--- src/rtl/motor_pkg.sv ---
// Shared definitions for the line-follower motor driver: channel state
// encoding, the PID bus width and the symmetric saturation helper.
package motor_pkg;

    // Width of the signed correction coming from the PID controller.
    localparam int PID_W = 11;

    // Width used for the speed target arithmetic (base +/- correction).
    localparam int SUM_W = 13;

    typedef enum logic [1:0] {
        ST_FWD  = 2'd0,
        ST_REV  = 2'd1,
        ST_DEAD = 2'd2
    } chan_state_t;

    // Clamp a signed value into [-limit, +limit]; limit must be non-negative.
    function automatic logic signed [SUM_W-1:0] saturate(
        input logic signed [SUM_W-1:0] value,
        input logic signed [SUM_W-1:0] limit
    );
        if (value > limit) begin
            return limit;
        end else if (value < -limit) begin
            return -limit;
        end else begin
            return value;
        end
    endfunction

endpackage

--- src/rtl/motor_channel.sv ---
// One motor channel: soft ramp of the applied duty, direction FSM with a
// dead interval on reversal, and the registered H-bridge pin drivers.
// Optional build macro MOTOR_BRAKE_EN: idle bridge is short-braked
// (both pins high) instead of coasting (both pins low).
// PWM_BITS must leave two guard bits inside SUM_W (PWM_BITS <= SUM_W-3).
module motor_channel
    import motor_pkg::*;
#(
    parameter int PWM_BITS     = 10,
    parameter int RAMP_STEP    = 8,
    parameter int DEAD_PERIODS = 2
) (
    input  logic                       clk,
    input  logic                       rst,
    input  logic                       tick,
    input  logic [PWM_BITS-1:0]        counter,
    input  logic signed [SUM_W-1:0]    target,
    output logic                       in1,
    output logic                       in2,
    output logic signed [PWM_BITS:0]   duty
);

    localparam int DW        = PWM_BITS + 1;
    localparam int DMAX      = (1 << PWM_BITS) - 1;
    localparam int STEP_LIM  = (RAMP_STEP >= DMAX) ? DMAX : ((RAMP_STEP < 1) ? 1 : RAMP_STEP);
    localparam int DEAD_LOAD = (DEAD_PERIODS > 1) ? DEAD_PERIODS - 1 : 0;
    localparam int CNT_W     = (DEAD_LOAD > 0) ? $clog2(DEAD_LOAD + 1) : 1;

    localparam logic signed [SUM_W-1:0] STEP_X    = SUM_W'(STEP_LIM);
    localparam logic [CNT_W-1:0]        DEAD_INIT = CNT_W'(DEAD_LOAD);
    localparam logic [CNT_W-1:0]        CNT_ONE   = CNT_W'(1);

`ifdef MOTOR_BRAKE_EN
    localparam logic IDLE_LEVEL = 1'b1;
`else
    localparam logic IDLE_LEVEL = 1'b0;
`endif

    chan_state_t             state;
    chan_state_t             prev_dir;
    logic signed [DW-1:0]    applied;
    logic [CNT_W-1:0]        dead_cnt;

    logic signed [SUM_W-1:0] applied_x;
    logic signed [SUM_W-1:0] diff;
    logic signed [SUM_W-1:0] step;
    logic signed [SUM_W-1:0] stepped;
    logic signed [DW-1:0]    fwd_next;
    logic signed [DW-1:0]    rev_next;
    logic                    tgt_neg;
    logic                    tgt_pos;
    logic [DW-1:0]           mag;
    logic                    pwm_on;
    logic                    idle;

    // Rate-limited step toward the target, then clamped so the applied duty
    // can never cross zero while the bridge is still in the old direction.
    always_comb begin
        applied_x = {{(SUM_W-DW){applied[DW-1]}}, applied};
        diff      = target - applied_x;
        if (diff > STEP_X) begin
            step = STEP_X;
        end else if (diff < -STEP_X) begin
            step = -STEP_X;
        end else begin
            step = diff;
        end
        stepped  = applied_x + step;
        fwd_next = stepped[SUM_W-1] ? '0 : stepped[DW-1:0];
        rev_next = (!stepped[SUM_W-1] && (stepped != '0)) ? '0 : stepped[DW-1:0];
        tgt_neg  = target[SUM_W-1];
        tgt_pos  = !target[SUM_W-1] && (target != '0);
    end

    // Direction FSM, dead-period counter and applied duty, all advanced on the period tick.
    always_ff @(posedge clk or negedge rst) begin
        if (!rst) begin
            state    <= ST_FWD;
            prev_dir <= ST_FWD;
            applied  <= '0;
            dead_cnt <= '0;
        end else if (tick) begin
            case (state)
                ST_FWD: begin
                    if ((applied == '0) && tgt_neg) begin
                        state    <= ST_DEAD;
                        prev_dir <= ST_FWD;
                        dead_cnt <= DEAD_INIT;
                    end else begin
                        applied <= fwd_next;
                    end
                end
                ST_REV: begin
                    if ((applied == '0) && tgt_pos) begin
                        state    <= ST_DEAD;
                        prev_dir <= ST_REV;
                        dead_cnt <= DEAD_INIT;
                    end else begin
                        applied <= rev_next;
                    end
                end
                ST_DEAD: begin
                    if (dead_cnt == '0) begin
                        if (tgt_pos) begin
                            state   <= ST_FWD;
                            applied <= fwd_next;
                        end else if (tgt_neg) begin
                            state   <= ST_REV;
                            applied <= rev_next;
                        end else begin
                            state   <= prev_dir;
                            applied <= '0;
                        end
                    end else begin
                        dead_cnt <= dead_cnt - CNT_ONE;
                        applied  <= '0;
                    end
                end
                default: begin
                    state   <= ST_FWD;
                    applied <= '0;
                end
            endcase
        end
    end

    // Compare the free-running counter against the duty magnitude.
    always_comb begin
        mag    = applied[DW-1] ? -applied : applied;
        pwm_on = ({1'b0, counter} < mag);
        idle   = (state == ST_DEAD) || (applied == '0);
    end

    // Registered pin drivers; only one pin can carry PWM for a given state.
    always_ff @(posedge clk or negedge rst) begin
        if (!rst) begin
            in1 <= 1'b0;
            in2 <= 1'b0;
        end else if (idle) begin
            in1 <= IDLE_LEVEL;
            in2 <= IDLE_LEVEL;
        end else if (state == ST_REV) begin
            in1 <= 1'b0;
            in2 <= pwm_on;
        end else begin
            in1 <= pwm_on;
            in2 <= 1'b0;
        end
    end

    assign duty = applied;

endmodule

--- src/rtl/motor_pwm_driver.sv ---
// Differential motor drive for the line follower: converts the signed PID
// correction into left/right speed targets and drives two H-bridges with
// fixed-frequency PWM through two motor_channel instances.
// Optional build macro MOTOR_BRAKE_EN (see motor_channel).
module motor_pwm_driver
    import motor_pkg::*;
#(
    parameter int PWM_BITS     = 10,
    parameter int BASE_SPEED   = 600,
    parameter int RAMP_STEP    = 8,
    parameter int DEAD_PERIODS = 2
) (
    input  logic                      clk,
    input  logic                      rst,
    input  logic                      enable,
    input  logic signed [PID_W-1:0]   pid_output,
    output logic                      ml_in1,
    output logic                      ml_in2,
    output logic                      mr_in1,
    output logic                      mr_in2,
    output logic signed [PWM_BITS:0]  duty_l,
    output logic signed [PWM_BITS:0]  duty_r,
    output logic                      period_tick
);

    localparam logic [PWM_BITS-1:0]     CNT_MAX = '1;
    localparam logic [PWM_BITS-1:0]     CNT_ONE = PWM_BITS'(1);
    localparam logic signed [SUM_W-1:0] DMAX_X  = SUM_W'((1 << PWM_BITS) - 1);
    localparam logic signed [SUM_W-1:0] BASE_X  = SUM_W'(BASE_SPEED);

    logic [PWM_BITS-1:0]     counter;
    logic signed [SUM_W-1:0] pid_x;
    logic signed [SUM_W-1:0] target_l;
    logic signed [SUM_W-1:0] target_r;

    // Free-running PWM counter shared by both channels.
    always_ff @(posedge clk or negedge rst) begin
        if (!rst) begin
            counter <= '0;
        end else begin
            counter <= counter + CNT_ONE;
        end
    end

    assign period_tick = (counter == CNT_MAX);

    // Speed targets: base speed steered by the correction, saturated, zero when disabled.
    always_comb begin
        pid_x = {{(SUM_W-PID_W){pid_output[PID_W-1]}}, pid_output};
        if (enable) begin
            target_l = saturate(BASE_X + pid_x, DMAX_X);
            target_r = saturate(BASE_X - pid_x, DMAX_X);
        end else begin
            target_l = '0;
            target_r = '0;
        end
    end

    motor_channel #(
        .PWM_BITS     (PWM_BITS),
        .RAMP_STEP    (RAMP_STEP),
        .DEAD_PERIODS (DEAD_PERIODS)
    ) u_left (
        .clk     (clk),
        .rst     (rst),
        .tick    (period_tick),
        .counter (counter),
        .target  (target_l),
        .in1     (ml_in1),
        .in2     (ml_in2),
        .duty    (duty_l)
    );

    motor_channel #(
        .PWM_BITS     (PWM_BITS),
        .RAMP_STEP    (RAMP_STEP),
        .DEAD_PERIODS (DEAD_PERIODS)
    ) u_right (
        .clk     (clk),
        .rst     (rst),
        .tick    (period_tick),
        .counter (counter),
        .target  (target_r),
        .in1     (mr_in1),
        .in2     (mr_in2),
        .duty    (duty_r)
    );

endmodule

--- config.mk ---
export PLATFORM = sky130hd
export DESIGN_NAME = motor_pwm_driver
export DESIGN_NICKNAME = d
export VERILOG_FILES = /design/src/rtl/motor_pkg.sv /design/src/rtl/motor_channel.sv /design/src/rtl/motor_pwm_driver.sv
export SDC_FILE = /design/constraint.sdc
export NUM_CORES = 1
export LEC_CHECK = 0
export CAP_MARGIN = 5
export CORE_ASPECT_RATIO = 0.8
export CORE_MARGIN = 1.5
export CORE_UTILIZATION = 35
export CTS_CLUSTER_SIZE = 20
export DETAILED_ROUTE_END_ITERATION = 6
export MAX_ROUTING_LAYER = met4
export SYNTH_ARGS = -nofsm -noshare
export SYNTH_HDL_FRONTEND = slang
export SYNTH_SLANG_ARGS = --single-unit
--- constraint.sdc ---
create_clock -name clk -period 7.6 [get_ports clk]
set_clock_uncertainty 0.15 [all_clocks]
set_input_delay 1.52 -clock clk [delete_from_list [all_inputs] [get_ports clk]]
set_output_delay 1.52 -clock clk [all_outputs]
set_load 0.02 [all_outputs]
# Word level (Yosys, flattened, before mapping)
# Index checks and enable logic that the tools add are counted.
[totals]
register_bits = 46
latch_bits = 0
inputBits = 14
output_inout_bits = 27
rom_bits = 0
mem_bits_rw = 0
n_memories = 0
[classes]
n_div = 0
multipliers = 0
reduce_logical = 34
eq_ne = 15
n_bitwise = 0
magnitude_cmp = 10
shifts = 0
muxes = 62
addsub = 11
[ops]
columns = ["cell", "n"]
rows = [
  ["2-to-1 mux 11 bit", 16],
  ["2-to-1 mux 13 bit", 10],
  ["one-hot mux 11 bit (3 select lines)", 2],
  ["nonzero test 13 bit", 4],
  ["2-to-1 mux 2 bit", 14],
  ["adder 11 x 13 -> 13 bit", 2],
  ["greater-than comparator 13 x 5 -> 1 bit, second input constant", 2],
  ["less-than comparator 13 x 4 -> 1 bit, second input constant", 2],
  ["subtractor 13 x 11 -> 13 bit", 2],
  ["greater-than comparator 12 x 11 -> 1 bit, second input constant", 2],
  ["less-than comparator 12 x 11 -> 1 bit, second input constant", 2],
  ["AND reduction 4 bit", 6],
  ["logical NOT 11 bit", 2],
  ["less-than comparator 10 x 11 -> 1 bit", 2],
  ["negation 11 bit", 2],
  ["2-to-1 mux 1 bit", 14],
  ["adder 11 x 11 -> 12 bit, first input constant", 1],
  ["inequality test 2 bit, second input constant", 6],
  ["one-hot mux 2 bit (3 select lines)", 2],
  ["subtractor 11 x 11 -> 12 bit, first input constant", 1],
  ["adder 10 x 1 -> 10 bit, second input constant", 1],
  ["== test 10 bit, second input constant", 1],
  ["logical AND 1 bit", 8],
  ["inequality test 2 x 1 -> 1 bit, second input constant", 4],
  ["11 further kinds", 24],
]

# Logic depth before layout (Yosys ltp)
# Gate-level depths: netlist of run 1.
[depth]
word_depth = 17
depth_mapped = 38
mapped_depth_nobuf = 36

# Modules after synthesis
# From an unflattened synthesis of run 1, not the netlist that was laid out.
[unflattened]
hier_cells = 860
area_unflattened_um2 = 6621.4
[by_module_without_submodules]
columns = ["mod", "area_each_um2", "instances", "seq_area_each_um2", "cells_each"]
rows = [
  ["motor_channel (u_left)", 2766.4, 1, 425.4, 360],
  ["motor_channel (u_right)", 2738.9, 1, 425.4, 360],
  ["motor_pwm_driver", 1116.1, 1, 250.2, 140],
]

# Worst setup path after synthesis of run 1
# OpenSTA, ideal clock, no wires.
[synth_path]
path_kind = "input-to-reg"
startpoint = "input port pid_output[1]"
endpoint = "register u_right.applied[10] (netlist: u_right.duty[10])"
path_stages = 35
t_arrival_ns = 8.642
setup_slack_ns = -1.272
setup_ns = 0.080
cell_sequence = "inv_1 ha_1 nand2b_1 a31oi_1 o21ai_0 a31oi_1 clkbuf_1 nor2_1 nor2_1 ha_1 nor2b_1 o31a_1 o21a_1 o21a_1 or2_2 or4b_2 nor4_1 nand4b_1 ha_1 inv_1 nand2_1 nor2_1 ha_1 fa_1 a211oi_1 nor2_1 o31a_1 o2111ai_1 a31oi_1 nor2_1 xnor2_1 xnor2_1 or3b_2 clkbuf_1 a2bb2oi_1"
[synth_via]
elab_chain_cells = 17
[synth_rtl]
columns = ["element", "line", "rtl"]
rows = [
  ["from (decl)", "motor_pwm_driver.sv:16", "input logic signed [PID_W-1:0] pid_output,"],
  ["subtractor 11 x 11 -> 12 bit *", "motor_pwm_driver.sv:52", "target_r = saturate(BASE_X - pid_x, DMAX_X);"],
  ["less-than comparator 12 x 11 -> 1 bit", "motor_pkg.sv:24", "end else if (value < -limit) begin"],
  ["2-to-1 mux 13 bit", "motor_pkg.sv:24", ""],
  ["2-to-1 mux 13 bit *", "motor_pkg.sv:22", "if (value > limit) begin"],
  ["2-to-1 mux 13 bit *", "motor_pwm_driver.sv:50", "if (enable) begin"],
  ["subtractor 13 x 11 -> 13 bit", "motor_channel.sv:60", "diff = target - applied_x;"],
  ["less-than comparator 13 x 4 -> 1 bit", "motor_channel.sv:63", "end else if (diff < -STEP_X) begin"],
  ["2-to-1 mux 13 bit", "motor_channel.sv:63", ""],
  ["2-to-1 mux 13 bit", "motor_channel.sv:61", "if (diff > STEP_X) begin"],
  ["adder 11 x 13 -> 13 bit", "motor_channel.sv:68", "stepped = applied_x + step;"],
  ["nonzero test 13 bit or logical NOT 1 bit (tied branches)", "motor_channel.sv:70", "rev_next = (!stepped[SUM_W-1] && (stepped != '0)) ? '0 : stepped[DW-1:0];"],
  ["logical AND 1 bit", "motor_channel.sv:70", ""],
  ["2-to-1 mux 11 bit", "motor_channel.sv:70", ""],
  ["2-to-1 mux 11 bit", "motor_channel.sv:107", "end else if (tgt_neg) begin"],
  ["2-to-1 mux 11 bit", "motor_channel.sv:104", "if (tgt_pos) begin"],
  ["2-to-1 mux 11 bit", "motor_channel.sv:103", "if (dead_cnt == '0) begin"],
  ["one-hot mux 11 bit (3 select lines)", "motor_channel.sv:83", "case (state)"],
  ["to (signal assigned)", "motor_channel.sv:90", "applied <= fwd_next;"],
  ["to (signal assigned)", "motor_channel.sv:106", "applied <= fwd_next;"],
  ["to (signal assigned)", "motor_channel.sv:109", "applied <= rev_next;"],
  ["to (decl)", "motor_channel.sv:41", "logic signed [DW-1:0] applied;"],
]
# Mark *: on every way between the ends. The rest lies on a longest branch, timed or not. The select of a mux whose other input is x is not followed.
# A chain may end at the register's enable or synchronous reset.

# Worst setup path after layout of run 1
[layout_path]
startpoint = "input port pid_output[1]"
endpoint = "register u_right.applied[5] (netlist: u_right.duty[5])"
# Same word-level chain as after synthesis.

==> results of run 1 <==
[worst paths after layout]
kind | startpoint | end | slack, ps | cells after the start
min in group asynchronous | rst | u_left.duty[3]$_DFFE_PN0P_ | 1250 | 1
hold reg to reg | counter[0]$_DFF_PN0_ | counter[0]$_DFF_PN0_ | 380 | 1
hold / removal | counter[0]$_DFF_PN0_ | counter[0]$_DFF_PN0_ | 380 | 1
max in group asynchronous | rst | u_right.in2$_DFF_PN0_ | 5420 | 1
setup reg to reg | u_left.duty[1]$_DFFE_PN0P_ | u_left.duty[10]$_DFFE_PN0P_ | 1070 | 26
setup / recovery | pid_output[1] | u_right.duty[5]$_DFFE_PN0P_ | -500 | 36
[layout make-up]
class                           count  area (sq um)
Timing Repair Buffer              309          2440
Tap cell                          225           282
Multi-Input combinational cell    699          5650
Clock inverter                      1          5.00
Fill cell                        1578          7650
Inverter                           54           230
Sequential cell                    44          1100
Clock buffer                        6           129
[sequential cells by signal, indices dropped and copies added, names as in the netlist, 2 cells and up]
name / flops
u_left.duty: 11
u_right.duty: 11
counter: 10
u_left.state: 2
u_right.state: 2
[cells in the mapped netlist, types with 5 or more instances]
cell                       instances  area share
sky130_fd_sc_hd__nand3_1          26       0.021
sky130_fd_sc_hd__dfrtp_1          44        0.17
sky130_fd_sc_hd__xnor2_1          38       0.053
sky130_fd_sc_hd__nor2b_1          12       0.012
sky130_fd_sc_hd__nor3_1           21       0.017
sky130_fd_sc_hd__mux2i_1          10       0.016
sky130_fd_sc_hd__nand2_1          58       0.034
sky130_fd_sc_hd__o211ai_1          9       0.011
sky130_fd_sc_hd__xor2_1           23       0.032
sky130_fd_sc_hd__a31oi_1          10      0.0099
sky130_fd_sc_hd__a21boi_0          6      0.0071
sky130_fd_sc_hd__a211oi_1         10       0.012
sky130_fd_sc_hd__nor4_1            6      0.0059
sky130_fd_sc_hd__o21a_1           26       0.031
sky130_fd_sc_hd__clkbuf_1         19       0.011
sky130_fd_sc_hd__a22oi_1           5      0.0059
sky130_fd_sc_hd__a21o_1           26       0.031
sky130_fd_sc_hd__inv_1            52       0.031
sky130_fd_sc_hd__nor2_1           84       0.050
sky130_fd_sc_hd__o21ai_0          55       0.044
sky130_fd_sc_hd__a21oi_1          44       0.035
sky130_fd_sc_hd__o31ai_1          11       0.013
sky130_fd_sc_hd__a22o_1            6      0.0083
sky130_fd_sc_hd__or3_1            12       0.012
sky130_fd_sc_hd__and2_1            5      0.0050
sky130_fd_sc_hd__or2_2            14       0.014
sky130_fd_sc_hd__ha_1             75        0.15
sky130_fd_sc_hd__nand2b_1         13       0.013
sky130_fd_sc_hd__and3_1            6      0.0059
sky130_fd_sc_hd__or4_1             5      0.0059
[logic make-up (layout without fill, tap and decap cells)]
kind of cell / count (synthesis) / after routing / synth area share
XOR/XNOR: 61 / 61 / 0.0846
AO/OA/AOI/OAI: 262 / 262 / 0.289
flip-flops: 44 / 44 / 0.174
AND/OR/NAND/NOR: 283 / 284 / 0.222
buffers and inverters: 79 / 370 / 0.0483
multiplexers: 12 / 12 / 0.0194
adder cells (fa/ha/maj): 80 / 80 / 0.163
[per-layer routing]
metal,vias to the layer above,track usage
li1,3605,-
met1,3459,0.362
met2,172,0.333
met3,13,0.0189
met4,0,0.0239
met5,-,-
[power by group through the flow]
| stage | combinational (mW) | sequential (mW) | clock, mW |
|---|---|---|---|
| 4_1_cts | 0.946 | 0.258 | 0.212 |
| 6_report | 0.999 | 0.258 | 0.211 |
| 3_5_place_dp | 0.858 | 0.261 | 0 |
| 3_3_place_gp | 0.856 | 0.262 | 0 |
| 5_1_grt | 1.09 | 0.260 | 0.222 |
| 2_1_floorplan | 0.457 | 0.265 | 0 |
[what timing repair did]
item                       4_1_cts  5_1_grt
pin swaps                       78       54
setup endpoints to repair       22       22
setup buffers                   26       12
gates resized for setup        123       52
gates cloned                     2        0
[critical path: cells and delay by family]
| kind | cells | cell delay, ps |
|---|---|---|
| buf+inv | 6 | 610 |
| simple gates | 10 | 1770 |
| fa+ha+maj | 6 | 1390 |
| xor+xnor | 2 | 320 |
| compound gates | 12 | 2510 |
==> summary.json, run 1 <==
{
  "global_routing": {
    "grt-ovfl-total": 0,
    "grt_use_total": 0.233,
    "global_route_wire_length_before_repair_um": 34800,
    "grt_pass1_vias": 6863,
    "grt_antenna_before_repair": 0,
    "grt_start_max_net_pins": 45
  },
  "route": {
    "postRouteAntennaNets": 0,
    "wl_per_cell_um": 15.9,
    "route.met3.wl_um": 1030,
    "remaining_drc_errors": 4,
    "routedLengthMet1_um": 11300,
    "total_iterations_of_the_first_detailed_routing_run": 7,
    "detailroute.wirelength.met2_um": 8820,
    "routed_via_density": 5.42,
    "maxUsedRoutingLayer": "met4",
    "drt_wl_total_um": 21300,
    "drtIter0Drc": 476,
    "dr_total_vias": 7249
  },
  "sta": {
    "setup_violations": 22,
    "timing.hold.ws_ps": 383,
    "final.min_clock_period_ps": 8100,
    "grt_setup_unrepaired": "yes",
    "slew_headroom": 0.330,
    "worstMarginPinSlew_ps": 1000,
    "fin_ws_ps": -500,
    "final-hold-violation-count": 0,
    "max_freq_mhz": 123,
    "final_max_slew_viol_count": 0,
    "timing.final.crit_share": 1.07,
    "tns_ps": -10320
  },
  "floorplan": {
    "die_w_um": 153,
    "die_area_sq_um": 18900,
    "initial_core_util": 0.361,
    "placementRows": 43,
    "core_region_area_sq_um": 17500,
    "boundaryPins": 41,
    "die_y_um": 123
  },
  "place": {
    "dp_cells": 1293,
    "gp_routability_congestion": 0.922,
    "dp_hpwl_um": 16000,
    "placement.cell_area_sq_um": 8870,
    "port_buffers": 40,
    "place_worst_setup_slack_ps": -1460
  },
  "logic_synthesis": {
    "synth-main-ff-cell": "sky130_fd_sc_hd__dfrtp_1",
    "edff_count_synth": 0,
    "netlist-cell-type-count": 78,
    "synth_async_sr_flop_share": 1.00,
    "synthCells": 821,
    "mappedNetlistArea_sq_um": 6320,
    "postSynthAreaPerCell_sq_um": 7.70,
    "syn-num-nets": 914,
    "postSynthRegisterBits": 44,
    "number_of_warning_messages_in_the_yosys_log": 0,
    "yosysSeqAreaShare": 0.174
  },
  "worst_setup_path": {
    "worstSetupPathType": "in2reg",
    "crit_path_top_delay_cell": "sky130_fd_sc_hd__or4b_4",
    "critical_path.max_fanout": 6,
    "timing.critical_path.mode_cell": "sky130_fd_sc_hd__ha_4",
    "worst_path_largest_cell_delay_ps": 530,
    "critical_path_required_ps": 7660,
    "timing.critical_path.from_type": "primary input",
    "end_kind": "register",
    "critical_path_arrival_ps": 8160
  },
  "final_layout": {
    "area_growth_pct": 55.7,
    "cell_area_after_layout_sq_um": 9840,
    "layout.cells.most_common": "sky130_fd_sc_hd__buf_4",
    "final-instance-count-excl-fill": 1338,
    "post_route_cells_drive_above_1_share": 0.391,
    "finalNetCount": 1206,
    "layout.cells.most_common_list": "sky130_fd_sc_hd__buf_4 (257), sky130_fd_sc_hd__nor2_1 (73), sky130_fd_sc_hd__ha_1 (58)",
    "final_util": 0.563,
    "antenna_cells_inserted": 0
  },
  "pwr": {
    "power_per_cell_area_nw_per_um2": 149,
    "power.net_switching_mw": 0.575,
    "power_frac_comb": 0.680,
    "irDropWorstVdd_v": 0.000106,
    "finalPower_mw": 1.47,
    "fraction_of_power_consumed_by_the_clock_network": 0.144,
    "intPower_mw": 0.894,
    "switching_share_of_total_power": 0.391,
    "p_seq_frac": 0.176,
    "p_leak_nw": 4.53
  },
  "clock_network": {
    "cts_hold_buffers": 0,
    "cts_max_path_buffers": 2,
    "cts-root-buf": "sky130_fd_sc_hd__clkbuf_16",
    "cts_tree": "done",
    "clk_pin_slew_ps": 60,
    "cts_made_buffers": 5,
    "cts-htree-levels": 2,
    "clk_latency_ps": 290,
    "clkSinkCount": 44
  },
  "flow_run": {
    "max_cap_viols": 0
  },
  "outcome": {
    "violations_in_the_final_reports": "design-rule violations, negative setup slack",
    "status": "finished with violations"
  },
  "worst_hold_path": {
    "class_of_the_tightest_hold_or_removal_check": "reg2reg"
  }
}
Power figures use the tool's default switching activity.
==> run 2, diff against run 1 <==
--- a/config.mk
+++ b/config.mk
@@ -7,7 +7,6 @@
 export LEC_CHECK = 0
 export CAP_MARGIN = 5
 export CORE_ASPECT_RATIO = 0.8
-export CORE_MARGIN = 1.5
 export CORE_UTILIZATION = 35
 export CTS_CLUSTER_SIZE = 20
 export DETAILED_ROUTE_END_ITERATION = 6
==> summary.json, run 2 (synthesis gave the netlist of run 1 again) <==
{
  "sta": {
    "fin_ws": {"value": -604, "unit": "ps", "change": "-104 ps"},
    "grt_setup_unrepaired": "yes",
    "timing.final.crit_share": {"value": 1.08, "change": "+0.0137"},
    "max_freq": {"value": 122, "unit": "MHz", "change": "-1.3%"},
    "timing.hold.ws": {"value": 381, "unit": "ps", "change": "-2.30 ps"},
    "worstMarginPinSlew": {"value": 1030, "unit": "ps", "change": "+24.1 ps"},
    "final.min_clock_period": {"value": 8200, "unit": "ps", "change": "+104 ps"},
    "final_max_slew_viol_count": {"value": 0, "change": "unchanged"},
    "slew_headroom": {"value": 0.314, "change": "-0.0161"},
    "setup_violations": {"value": 22, "change": "unchanged"},
    "tns": {"value": -11320, "unit": "ps", "change": "-1000 ps"},
    "final-hold-violation-count": {"value": 0, "change": "unchanged"}
  },
  "pwr": {
    "fraction_of_power_consumed_by_the_clock_network": {"value": 0.163, "change": "+0.019"},
    "irDropWorstVdd": {"value": 0.000101, "unit": "V", "change": "-5.1%"},
    "p_leak": {"value": 4.87, "unit": "nW", "change": "+7.4%"},
    "power_frac_comb": {"value": 0.675, "change": "-0.005"},
    "intPower": {"value": 0.976, "unit": "mW", "change": "+9.2%"},
    "power.net_switching": {"value": 0.619, "unit": "mW", "change": "+7.7%"},
    "p_seq_frac": {"value": 0.162, "change": "-0.014"},
    "power_per_cell_area": {"value": 153, "unit": "nW/um^2", "change": "+2.6%"},
    "switching_share_of_total_power": {"value": 0.388, "change": "-0.00338"}
  },
  "clock_network": {
    "cts_made_buffers": {"value": 5, "change": "unchanged"},
    "clkSinkCount": {"value": 44, "change": "unchanged"},
    "cts_tree": "done",
    "cts-root-buf": "sky130_fd_sc_hd__clkbuf_16",
    "cts_hold_buffers": {"value": 0, "change": "unchanged"},
    "cts-htree-levels": {"value": 2, "change": "unchanged"},
    "clk_pin_slew": {"value": 70, "unit": "ps", "change": "about the same"},
    "cts_max_path_buffers": {"value": 2, "change": "unchanged"},
    "clk_latency": {"value": 290, "unit": "ps", "change": "about the same"}
  },
  "global_routing": {
    "grt_antenna_before_repair": {"value": 0, "change": "unchanged"},
    "grt_pass1_vias": {"value": 7104, "change": "+3.5%"},
    "grt_use_total": {"value": 0.253, "change": "+0.0197"},
    "grt-ovfl-total": {"value": 0, "change": "unchanged"},
    "global_route_wire_length_before_repair": {"value": 36600, "unit": "um", "change": "+5.2%"},
    "grt_start_max_net_pins": {"value": 45, "change": "unchanged"}
  },
  "route": {
    "routed_via_density": {"value": 5.44, "change": "+0.50%"},
    "remaining_drc_errors": {"value": 3, "change": "-1"},
    "total_iterations_of_the_first_detailed_routing_run": {"value": 7, "change": "unchanged"},
    "drt_wl_total": {"value": 23700, "unit": "um", "change": "+11%"},
    "dr_total_vias": {"value": 7601, "change": "+4.9%"},
    "wl_per_cell": {"value": 16.9, "unit": "um", "change": "+6.5%"},
    "drtIter0Drc": {"value": 468, "change": "-1.7%"},
    "postRouteAntennaNets": {"value": 0, "change": "unchanged"}
  },
  "final_layout": {
    "antenna_cells_inserted": {"value": 0, "change": "unchanged"},
    "regArea": {"value": 1100, "unit": "sq um", "change": "unchanged"},
    "area_growth_pct": 64.8,
    "post_route_cells_drive_above_1_share": {"value": 0.420, "change": "+0.0293"},
    "cell_area_after_layout": {"value": 10400, "unit": "sq um", "change": "+5.9%"},
    "final-instance-count-excl-fill": {"value": 1396, "change": "+4.3%"},
    "layout.cells.most_common_list": "sky130_fd_sc_hd__buf_4 (311), sky130_fd_sc_hd__nor2_1 (73), sky130_fd_sc_hd__ha_1 (62)",
    "multiInputGateArea": {"value": 5730, "unit": "sq um", "change": "+1.4%"},
    "finalNetCount": {"value": 1263, "change": "+4.7%"},
    "num-fill-cells": {"value": 1468, "change": "-7.0%"},
    "final_util": {"value": 0.596, "change": "+0.0330"},
    "layout.cells.most_common": "sky130_fd_sc_hd__buf_4"
  },
  "floorplan": {
    "boundaryPins": {"value": 41, "change": "unchanged"},
    "die_area": {"value": 18600, "unit": "sq um", "change": "-1.5%"},
    "die_y": {"value": 122, "unit": "um", "change": "-0.81%"},
    "placementRows": {"value": 43, "change": "unchanged"},
    "core_region_area": {"value": 17500, "unit": "sq um", "change": "unchanged"},
    "die_w": {"value": 152, "unit": "um", "change": "-0.65%"},
    "initial_core_util": {"value": 0.361, "change": "unchanged"}
  },
  "worst_hold_path": {
    "worst_hold_path_ep": "u_left.dead_cnt$_DFFE_PN0P_",
    "number_of_instances_on_the_worst_hold_path": {"value": 2, "change": "+1"},
    "class_of_the_tightest_hold_or_removal_check": "reg2reg",
    "hold_path_startpoint": "u_left.dead_cnt$_DFFE_PN0P_"
  },
  "worst_setup_path": {
    "cpLargestDelayFamily": "simple AND/OR/NAND/NOR gates",
    "timing.critical_path.from_type": "primary input",
    "worst-r2r-cell-count": {"value": 24, "change": "-7.7%"},
    "worst_r2r_end": "u_left.duty[3]$_DFFE_PN0P_",
    "critical_path.n_buffers_inverters": {"value": 6, "change": "unchanged"},
    "regToRegStartpoint": "u_left.duty[1]$_DFFE_PN0P_",
    "crit_path_top_delay_cell": "sky130_fd_sc_hd__or4_4",
    "timing.critical_path.mode_cell": "sky130_fd_sc_hd__buf_4",
    "critical_path.max_fanout": {"value": 5, "change": "-1"},
    "worst_path_largest_cell_delay": {"value": 510, "unit": "ps", "change": "-20 ps"},
    "critical_path_arrival": {"value": 8280, "unit": "ps", "change": "+120 ps"},
    "worstSetupPathType": "in2reg",
    "critical_path_required": {"value": 7680, "unit": "ps", "change": "+20 ps"},
    "reg2reg_slack": {"value": 990, "unit": "ps", "change": "-80 ps"},
    "end_kind": "register"
  },
  "place": {
    "dp_hpwl": {"value": 16200, "unit": "um", "change": "+1.0%"},
    "gp_routability_congestion": {"value": 0.951, "change": "+3.1%"},
    "placement.cell_area": {"value": 8810, "unit": "sq um", "change": "-0.68%"},
    "dp_cells": {"value": 1285, "change": "-0.62%"},
    "port_buffers": {"value": 40, "change": "unchanged"}
  },
  "outcome": {
    "violations_in_the_final_reports": "design-rule violations, negative setup slack",
    "status": "finished with violations"
  },
  "flow_run": {
    "max_cap_viols": {"value": 0, "change": "unchanged"}
  }
}
## run 2: changes by cell type in the layout (fill, tap and decap cells not counted), moves of 3 or more
cell | previous run | this run
sky130_fd_sc_hd__a21oi_2 | 13 | 10
sky130_fd_sc_hd__buf_4 | 257 | 311
sky130_fd_sc_hd__buf_6 | 13 | 16
sky130_fd_sc_hd__o21ai_4 | 1 | 4
sky130_fd_sc_hd__o21ai_1 | 6 | 9
sky130_fd_sc_hd__ha_1 | 58 | 62
sky130_fd_sc_hd__o21ai_0 | 41 | 36
sky130_fd_sc_hd__inv_1 | 42 | 45
sky130_fd_sc_hd__inv_2 | 4 | 1
## run 2: final cells by class
| class | count | area share |
|---|---|---|
| inverter | 54 | 0.0221 |
| clock inverter | 3 | 0.00444 |
| sequential | 44 | 0.106 |
| multi-input combinational | 699 | 0.550 |
| clock buffer | 5 | 0.0120 |
| tap | 225 | 0.0270 |
| timing repair buffer | 366 | 0.279 |
## run 2: worst reg2reg max path: cells and delay by family (launching register included)
kind / cells / cell delay (ps)
buffers and inverters: 3 / 510
AOI/OAI and AO/OA: 8 / 1840
DFF: 1 / 550
and+or+nand+nor: 9 / 2420
adders and majority gates: 3 / 770
muxes: 1 / 310
## run 2: worst max path at each step
stage,start,to,slack (ps),cells past startpoint
global placement,pid_output[4],u_left.duty[0]$_DFFE_PN0P_,-1300,33
global route,pid_output[3],u_left.duty[3]$_DFFE_PN0P_,-780,32
floorplan,pid_output[1],u_right.duty[10]$_DFFE_PN0P_,-650,37
CTS,pid_output[4],u_left.duty[3]$_DFFE_PN0P_,-500,35
finish,pid_output[3],u_left.duty[3]$_DFFE_PN0P_,-600,31
detailed placement,pid_output[3],u_right.duty[10]$_DFFE_PN0P_,-1470,36
## run 2: per-layer routing
metal / global-route usage / part of all wire / up-vias
met1: 0.366 / 0.49 / 3619
met2: 0.377 / 0.44 / 241
met3: 0.0245 / 0.056 / 22
met5: - / 0 / -
met4: 0.0536 / 0.010 / 0
li1: - / - / 3719
## run 2: metrics by stage
| stage | setup WS [ps] | power [mW] |
|---|---|---|
| floorplan | -653 | 0.721 |
| global placement | -1300 | 1.12 |
| detailed placement | -1470 | 1.13 |
| CTS | -500 | 1.53 |
| global route | -777 | 1.69 |
| finish | -604 | 1.60 |
## run 2: power groups by stage
| stage | clock (mW) | sequential [mW] | combinational (mW) |
|---|---|---|---|
| final | 0.260 | 0.258 | 1.08 |
| after global routing | 0.273 | 0.259 | 1.16 |
| after CTS | 0.260 | 0.258 | 1.01 |
| after detailed placement | 0 | 0.262 | 0.864 |
| after global placement | 0 | 0.262 | 0.859 |
| after floorplan | 0 | 0.265 | 0.457 |
## run 2: what timing repair did
item,CTS,global route
pin swaps,93,47
setup buffers,91,18
endpoints found under the setup margin,22,26
gates resized for setup,126,67
gates cloned,1,1
==> run 3, diff against run 2 <==
--- a/config.mk
+++ b/config.mk
@@ -8,6 +8,7 @@
 export CAP_MARGIN = 5
 export CORE_ASPECT_RATIO = 0.8
 export CORE_UTILIZATION = 35
+export CTS_CLUSTER_DIAMETER = 100
 export CTS_CLUSTER_SIZE = 20
 export DETAILED_ROUTE_END_ITERATION = 6
 export MAX_ROUTING_LAYER = met4
==> results of run 3 <==
No change in the layout: final DEF, timing and power equal those of run 2.
